## config.mk

```make
export PLATFORM = sky130hd
export DESIGN_NAME = div_reconstruct_seq_flat
export DESIGN_NICKNAME = d
export VERILOG_FILES = /design/src/rtl/div_reconstruct_seq_if.sv /design/src/rtl/div_reconstruct_seq.sv /design/src/flat_wrapper.sv
export SDC_FILE = /design/constraint.sdc
export NUM_CORES = 1
export LEC_CHECK = 0
export BUFFER_PORTS_ARGS = -buffer_cell sky130_fd_sc_hd__buf_2
export CAP_MARGIN = 10
export CELL_PAD_IN_SITES_DETAIL_PLACEMENT = 1
export CELL_PAD_IN_SITES_GLOBAL_PLACEMENT = 1
export CORE_UTILIZATION = 45
export CTS_BUF_LIST = sky130_fd_sc_hd__clkbuf_16
export DETAILED_ROUTE_END_ITERATION = 6
export HOLD_SLACK_MARGIN = 0.06
export PLACE_DENSITY = 0.95
export RECOVER_POWER = 25
export SLEW_MARGIN = 20
export SYNTH_ARGS = -nofsm -noshare
export SYNTH_HDL_FRONTEND = slang
export SYNTH_SLANG_ARGS = --single-unit
```

## constraint.sdc

```tcl
create_clock -name clk_i -period 4.99 [get_ports clk_i]
set_clock_uncertainty 0.15 [all_clocks]
set_input_delay 0.2495 -clock clk_i [delete_from_list [all_inputs] [get_ports clk_i]]
set_output_delay 0.2495 -clock clk_i [all_outputs]
set_load 0.03 [all_outputs]
```

## src/rtl/div_reconstruct_seq_if.sv

```systemverilog
// Operand/result handshake bundle for div_reconstruct_seq.
// The upstream (divider side) and downstream (result consumer) signals share one
// interface. master = the environment driving operands and consuming results,
// slave = the reconstructor itself. WIDTH must match the module's WIDTH.
interface div_reconstruct_seq_if #(
  parameter int WIDTH = 8
);
  // Operand side
  logic               valid_i;
  logic               ready_o;
  logic [WIDTH-1:0]   quot_i;
  logic [WIDTH-1:0]   div_i;
  logic [WIDTH-1:0]   rem_i;
  // Result side
  logic               valid_o;
  logic               ready_i;
  logic [2*WIDTH-1:0] dividend_o;
  logic               err_o;

  modport master (
    output valid_i, quot_i, div_i, rem_i, ready_i,
    input  ready_o, valid_o, dividend_o, err_o
  );

  modport slave (
    input  valid_i, quot_i, div_i, rem_i, ready_i,
    output ready_o, valid_o, dividend_o, err_o
  );
endinterface

```

## src/rtl/div_reconstruct_seq.sv

```systemverilog
// Sequential divider inverse: dividend = quotient * divisor + remainder.
// One quotient bit is consumed per clock by shift-add into a 2*WIDTH accumulator
// seeded with the remainder, so the result always appears exactly WIDTH edges
// after the operands are accepted. Results wait in DONE until the consumer takes
// them.
// Optional feature: define REM_CHECK_EN to flag remainder >= divisor on err_o
// (an illegal divider output, which includes divide-by-zero). Without the macro
// err_o is constant 0 and no comparator is built.
module div_reconstruct_seq #(
  parameter int WIDTH = 8
) (
  input  logic                 clk_i,
  input  logic                 rst_ni,
  div_reconstruct_seq_if.slave bus
);

  localparam int CNT_W = (WIDTH > 1) ? $clog2(WIDTH) : 1;
  localparam logic [CNT_W-1:0] CNT_LAST = CNT_W'(WIDTH - 1);

  typedef enum logic [1:0] {
    ST_IDLE,
    ST_CALC,
    ST_DONE
  } state_e;

  state_e             state_q;
  logic [WIDTH-1:0]   q_sh_q;   // remaining multiplier bits, LSB is the current one
  logic [2*WIDTH-1:0] mcand_q;  // divisor, zero-extended
  logic [2*WIDTH-1:0] acc_q;    // running sum, seeded with the remainder
  logic [2*WIDTH-1:0] acc_d;
  logic [CNT_W-1:0]   cnt_q;    // bit position being added this cycle
  logic               ready;
  logic               accept;

  // Handshake decodes come straight from the state register.
  assign ready       = (state_q == ST_IDLE);
  assign accept      = bus.valid_i && ready;
  assign bus.ready_o = ready;
  assign bus.valid_o = (state_q == ST_DONE);
  assign bus.dividend_o = acc_q;

  // Partial-product add for the current quotient bit; zero bits leave acc unchanged.
  always_comb begin
    // NOTE: assign a default before any condition so every path writes acc_d;
    // a missing default here would infer a latch.
    acc_d = acc_q;
    if (q_sh_q[0]) begin
      acc_d = acc_q + (mcand_q << cnt_q);
    end
  end

`ifdef REM_CHECK_EN
  logic err_q;
  assign bus.err_o = err_q;

  // Remainder range flag: captured once at accept and held with the result.
  always_ff @(posedge clk_i or negedge rst_ni) begin
    if (!rst_ni) begin
      err_q <= 1'b0;
    end else if (accept) begin
      err_q <= (bus.rem_i >= bus.div_i);
    end
  end
`else
  assign bus.err_o = 1'b0;
`endif

  // Control FSM and datapath registers: load at accept, shift-add in CALC,
  // hold in DONE until the consumer is ready.
  always_ff @(posedge clk_i or negedge rst_ni) begin
    if (!rst_ni) begin
      // NOTE: state is written with non-blocking assignments so every register
      // in this block updates from the same pre-edge values.
      state_q <= ST_IDLE;
      q_sh_q  <= '0;
      mcand_q <= '0;
      acc_q   <= '0;
      cnt_q   <= '0;
    end else begin
      case (state_q)
        ST_IDLE: begin
          if (accept) begin
            q_sh_q  <= bus.quot_i;
            mcand_q <= {{WIDTH{1'b0}}, bus.div_i};
            acc_q   <= {{WIDTH{1'b0}}, bus.rem_i};
            cnt_q   <= '0;
            state_q <= ST_CALC;
          end
        end
        ST_CALC: begin
          acc_q  <= acc_d;
          q_sh_q <= q_sh_q >> 1;
          cnt_q  <= cnt_q + 1'b1;
          if (cnt_q == CNT_LAST) begin
            state_q <= ST_DONE;
          end
        end
        ST_DONE: begin
          if (bus.ready_i) begin
            state_q <= ST_IDLE;
          end
        end
        default: begin
          state_q <= ST_IDLE;
        end
      endcase
    end
  end

endmodule

```

## src/flat_wrapper.sv

```systemverilog
// flat-port wrapper written by rule: the top's interface ports become plain ports
module div_reconstruct_seq_flat 
#(
  parameter int WIDTH = 8
)
  (clk_i, rst_ni, bus_valid_i, bus_quot_i, bus_div_i, bus_rem_i, bus_ready_i, bus_ready_o, bus_valid_o, bus_dividend_o, bus_err_o);
  div_reconstruct_seq_if #(.WIDTH(WIDTH)) bus_i ();
  input  logic clk_i;
  input  logic rst_ni;
  input wire logic [$bits(bus_i.valid_i)-1:0] bus_valid_i;
  input wire logic [$bits(bus_i.quot_i)-1:0] bus_quot_i;
  input wire logic [$bits(bus_i.div_i)-1:0] bus_div_i;
  input wire logic [$bits(bus_i.rem_i)-1:0] bus_rem_i;
  input wire logic [$bits(bus_i.ready_i)-1:0] bus_ready_i;
  output wire logic [$bits(bus_i.ready_o)-1:0] bus_ready_o;
  output wire logic [$bits(bus_i.valid_o)-1:0] bus_valid_o;
  output wire logic [$bits(bus_i.dividend_o)-1:0] bus_dividend_o;
  output wire logic [$bits(bus_i.err_o)-1:0] bus_err_o;
  assign bus_i.valid_i = bus_valid_i;
  assign bus_i.quot_i = bus_quot_i;
  assign bus_i.div_i = bus_div_i;
  assign bus_i.rem_i = bus_rem_i;
  assign bus_i.ready_i = bus_ready_i;
  assign bus_ready_o = bus_i.ready_o;
  assign bus_valid_o = bus_i.valid_o;
  assign bus_dividend_o = bus_i.dividend_o;
  assign bus_err_o = bus_i.err_o;
  div_reconstruct_seq #(.WIDTH(WIDTH)) u_core (.clk_i(clk_i), .rst_ni(rst_ni), .bus(bus_i));
endmodule
```

# == Word-level counts from Yosys, hierarchy flattened ==
# Index checks and enable logic that the tools add are counted.
# totals
wordCells,33
out_inout_bits,19
regBits,37
input_bits,28
# op_classes
n_mux,11
n_reduce_logical,7
n_addsub,2
shift,1
eq_ne,7
# op_table
cell,n
2-to-1 mux 16 bit,2
one-hot mux 16 bit (2 select lines),1
adder 16 bit,1
one-hot mux 8 bit (2 select lines),1
<< shifter 8 x 3 -> 16 bit,1
2-to-1 mux 8 bit,1
2-to-1 mux 2 bit,3
one-hot mux 2 bit (3 select lines),1
one-hot mux 3 bit (2 select lines),1
AND reduction 3 bit,2
inequality test 2 x 1 -> 1 bit (second input constant),2
inequality test 2 bit (second input constant),2
AND reduction 2 bit,2
adder 3 x 1 -> 3 bit (second input constant),1
== test 3 bit (second input constant),1
2-to-1 mux 3 bit,1
== test 2 x 1 -> 1 bit (second input constant),1
== test 2 bit (second input constant),1
logical NOT 2 bit,1
nonzero test 2 bit,1
logical AND 1 bit,1

# == Depth between registers and ports, before layout ==
# logic_depth
depth_word,4
ltp_mapped,13
depth_no_buf,12

# == Least setup slack after synthesis ==
# No wires, ideal clock.
# synth_timing
path_type,register -> register
from,reg u_core.cnt_q[0]
to,reg u_core.acc_q[12] (netlist: u_core.bus.dividend_o[12])
period_less_slack_ns,3.070
required_ns,4.705
path_slack_ns,1.920
path_stages_with_launch,12
path_buffers,2
t_arrival_ns,2.785
cell_sequence,dfrtp_1 > clkbuf_1 > clkbuf_1 > mux2i_1 > nor3_1 > fa_1 > a211oi_1 > o21ai_0 > a211o_1 > a31o_2 > xnor2_1 > o21ai_0
# synth_via
elab_chain_cells,4
# synth_lines
item,line,rtl
"start, declared",div_reconstruct_seq.sv:31,logic [CNT_W-1:0] cnt_q;
"start signal, assigned",div_reconstruct_seq.sv:93,cnt_q <= cnt_q + 1'b1;
<< shifter 8 x 3 -> 16 bit,div_reconstruct_seq.sv:48,acc_d = acc_q + (mcand_q << cnt_q);
adder 16 bit,div_reconstruct_seq.sv:48,
2-to-1 mux 16 bit,div_reconstruct_seq.sv:47,if (q_sh_q[0]) begin
one-hot mux 16 bit (2 select lines),div_reconstruct_seq.sv:80,case (state_q)
"end signal, assigned",div_reconstruct_seq.sv:85,"acc_q <= {{WIDTH{1'b0}}, bus.rem_i};"
"end, declared",div_reconstruct_seq.sv:29,logic [2*WIDTH-1:0] acc_q;
# Every way passes these cells. The select of a mux whose other input is x is not followed.
# A chain may end at the register's enable or synchronous reset.

# == Worst setup path after layout ==
# layout_timing
from,reg u_core.cnt_q[1]
to,reg u_core.acc_q[14] (netlist: u_core.bus.dividend_o[14])
# The elaborated chain is that of the path after synthesis.

==> summary.txt <==
Power
  • Psw: 1.32 mW
  • Worst vdd ir: ~0.0004 V
  • Reg power frac: 23.4%
  • Combinational share of power: 62.1%
  • Switching Fraction: 51.0%
  • Clock Power Share: about 14%
  • Leakage: around 1.5 nW
  • Tot Pwr: about 2.6 mW
  • P_int: 1.27 mW
  • Power Dens Cells: slightly above 800 nW/um^2

Clocking
  • CTS clk-pin slew, worst paths: 60 ps
  • CTS tree: built
  • Root Buffer: clkbuf_16
  • Clk_lat worst skew: ~290 ps
  • Clk sink count: 37
  • CTS Buf Count: 5
  • Clk buf depth: 2
  • Htree depth: 2

Final layout
  • Share of cells above drive strength 1: 12.9%
  • Ant diodes: 0
  • Commonest non-fill, non-tap cell in the layout: nand2_1
  • Design Area, Final: 3170 sq um
  • Most frequent cells in the layout: nand2_1, dfrtp_1, o21ai_0, buf_2, dlygate4sd3_1
  • Area delta synth->final: 23.4%
  • Nets: 408

Global routing
  • Vias in the first global route: roughly 2,700
  • Global Route Usage Sum: 28.9%
  • GRT overflow: 0
  • First-pass GRT wire length: 13,400 microns
  • Largest net degree at the start of global routing: 38
  • Initial antenna violation count: 0

STA
  • Pins over their slew limit: 38
  • Actual slew at the worst max-slew pin: 2050 ps
  • RSZ-0062 raised after global routing: false
  • Setup TNS: 0 ps
  • Min Tclk post-route: 3400 ps
  • Fmax: between 200 and 300 MHz
  • Slew margin rel.: -36.8%
  • Final setup fails: 0
  • Crit share post-route: between 60% and 70%
  • Worst Setup Slack, final: between 1500 and 2000 ps
  • Fin. Hold Viols: 0

Critical path
  • Critical path's top delay family: compound AO/OA/AOI/OAI gates
  • Worst path required time: around 5100 ps
  • Setup Crit Path Kind: flip-flop to flip-flop
  • Critical path, cell by cell: mux2_2, o21ai_0, nor2_1, ha_1, a21oi_1, o21ai_0, a211oi_1, o21ai_0, or4b_1, nand3_1
  • Max incr delay on CP: around 700 ps
  • CP endpoint kind: flip-flop
  • Arr. time, crit path: about 3500 ps
  • Startpoint Class: flip-flop
  • CP Max Fanout: 13
  • Number of buffers and inverters on the critical path: 0
  • Cell repeated most along the worst path: o21ai_0
  • Crit-path slowest cell: dfrtp_1

Synthesis
  • Post-Synthesis Cell Area: about 2600 sq um
  • Post-synth EDFFs: 0
  • Synth Instances: around 300
  • Syn Area/Cell: 8.44 sq um
  • Synth Warn #: 0
  • Post-synth top flop: dfrtp_1
  • Leading post-synthesis cells by cell area: dfrtp_1, nand2_1, ha_1
  • Post-synthesis register bit count: 37
  • Distinct cells, synth: approximately 50
  • Post-synth top area cell: dfrtp_1
  • Fraction of registers with async set/reset: 100%
  • Syn_nets: 350
  • Area share of the largest cell type after synthesis: between 30% and 40%
  • Sequential fraction of the synthesis area: 36.1%

Drt
  • Residual DRC count: 0
  • Met1 Wirelength: 3360 microns
  • 1st-iter DRT viols: between 150 and 200
  • WL/cell: 18.4 microns
  • Detailed Route WL: between 8000 and 9000 microns
  • Met2 Wirelength: around 4200 microns
  • Vias: ~2,500
  • Highest routed layer: met4
  • Routed Antenna Nets: 0
  • First-pass DRT Iterations: 4
  • Met3 routed WL: 277 microns
  • Number of vias per cell: between 5 and 6

Outcome
  • Violated checks: capacitance limit, slew limit
  • Outcome: complete, but fails checks

Place
  • Gpl congestion: 0.921
  • Detailed Place HPWL: 5250 microns
  • Worst slack, placed: 1730 ps
  • DP Area: between 2000 and 3000 sq um
  • # port buffers: 45

Die
  • Core area: about 5500 sq um
  • # rows: 27
  • Die X: approximately 78 microns
  • Initial Utilization: about 47%
  • Die area: 6010 sq um
  • Die H: 77.5 microns
  • # IOs: between 40 and 50

Min path
  • Min-delay worst type: input pin to flip-flop

Run
  • Number of max-cap violations: 1
[area by class of cell]
type	instances	area [sq um]
well taps	72	90.1
clock buffers	5	125
repair buffers	67	422
inverters	3	11.3
fillers	682	2340
multi-input cells	248	1550
flip-flops and latches	37	926
clock inverters	3	46.3
[per-layer routing]
layer | up-vias | global-route usage (%)
li1 | 1201 | -
met1 | 1261 | 33.5
met2 | 59 | 53.4
met3 | 15 | 5.06
met4 | 0 | 9.06
met5 | - | 0
[path summary, 6_finish.rpt]
check	start	end	slack [ps]	cells after the start
worst max-delay path	u_core.cnt_q[1]$_DFFE_PN0P_	u_core.bus.dividend_o[14]$_DFFE_PN0P_	1590	10
worst min register to register	u_core.q_sh_q[5]$_DFFE_PN0P_	u_core.q_sh_q[5]$_DFFE_PN0P_	340	2
max in group asynchronous	rst_ni	u_core.bus.dividend_o[0]$_DFFE_PN0P_	2580	2
worst min-delay path	bus_ready_i	u_core.state_q[1]$_DFFE_PN0P_	90	3
min in group asynchronous	rst_ni	u_core.bus.dividend_o[11]$_DFFE_PN0P_	930	2
worst max register to register	u_core.cnt_q[1]$_DFFE_PN0P_	u_core.bus.dividend_o[14]$_DFFE_PN0P_	1590	10
[Yosys cell counts (5+ instances only)]
cell	instances
nor2_1	16
o21ai_0	29
a22oi_1	10
clkbuf_1	7
and2_1	5
nand2b_1	5
mux2i_1	9
nand2_1	72
mux2_2	5
xnor2_1	6
a31oi_1	5
buf_2	5
ha_1	17
a211oi_1	7
nand3_1	5
dfrtp_1	37
a21oi_1	11
[metrics by stage]
| stage | cells | utilization [%] | hold slack (ps) |
|---|---|---|---|
| after floorplan | 304 | - | -196 |
| after global placement | 406 | 51.0 | 244 |
| after detailed placement | 406 | 51.0 | 257 |
| after CTS | 435 | 57.9 | 95.5 |
| after global routing | 435 | 57.5 | 121 |
| final | 435 | 57.5 | 92.9 |
[timing repair]
item,in CTS,in global routing
setup endpoints to repair,0,0
resized for setup,0,0
hold endpoints to repair,57,0
hold buffers,21,0
buffers inserted,0,0
[worst min-delay path, delay by kind of cell]
kind	cells	cell delay (ps)
compound gates	1	110
buf+inv	2	130
[flip-flops by register name, indices dropped and copies added (netlist names)]
signal and flops:
u_core.bus.dividend_o 16, u_core.mcand_q 8, u_core.q_sh_q 8, u_core.cnt_q 3, u_core.state_q 2
[power groups by stage]
stage	logic [mW]	registers (mW)	clock network (mW)
floorplan	1.13	0.627	0
finish	1.61	0.606	0.377
CTS	1.59	0.598	0.379
global route	1.77	0.624	0.390
global placement	1.46	0.588	0
detailed placement	1.54	0.598	0
[kinds of logic after synthesis]
kind of cell	Yosys count	synth area share, %
buffers and inverters	19	3.66
AND/OR/NAND/NOR	119	20.8
multiplexers	14	5.70
flip-flops	37	36.1
adder cells (fa/ha/maj)	18	9.07
AO/OA/AOI/OAI	88	21.8
other	1	0.146
XOR/XNOR	8	2.73
Note: power is estimated with default switching activity, not from simulation.
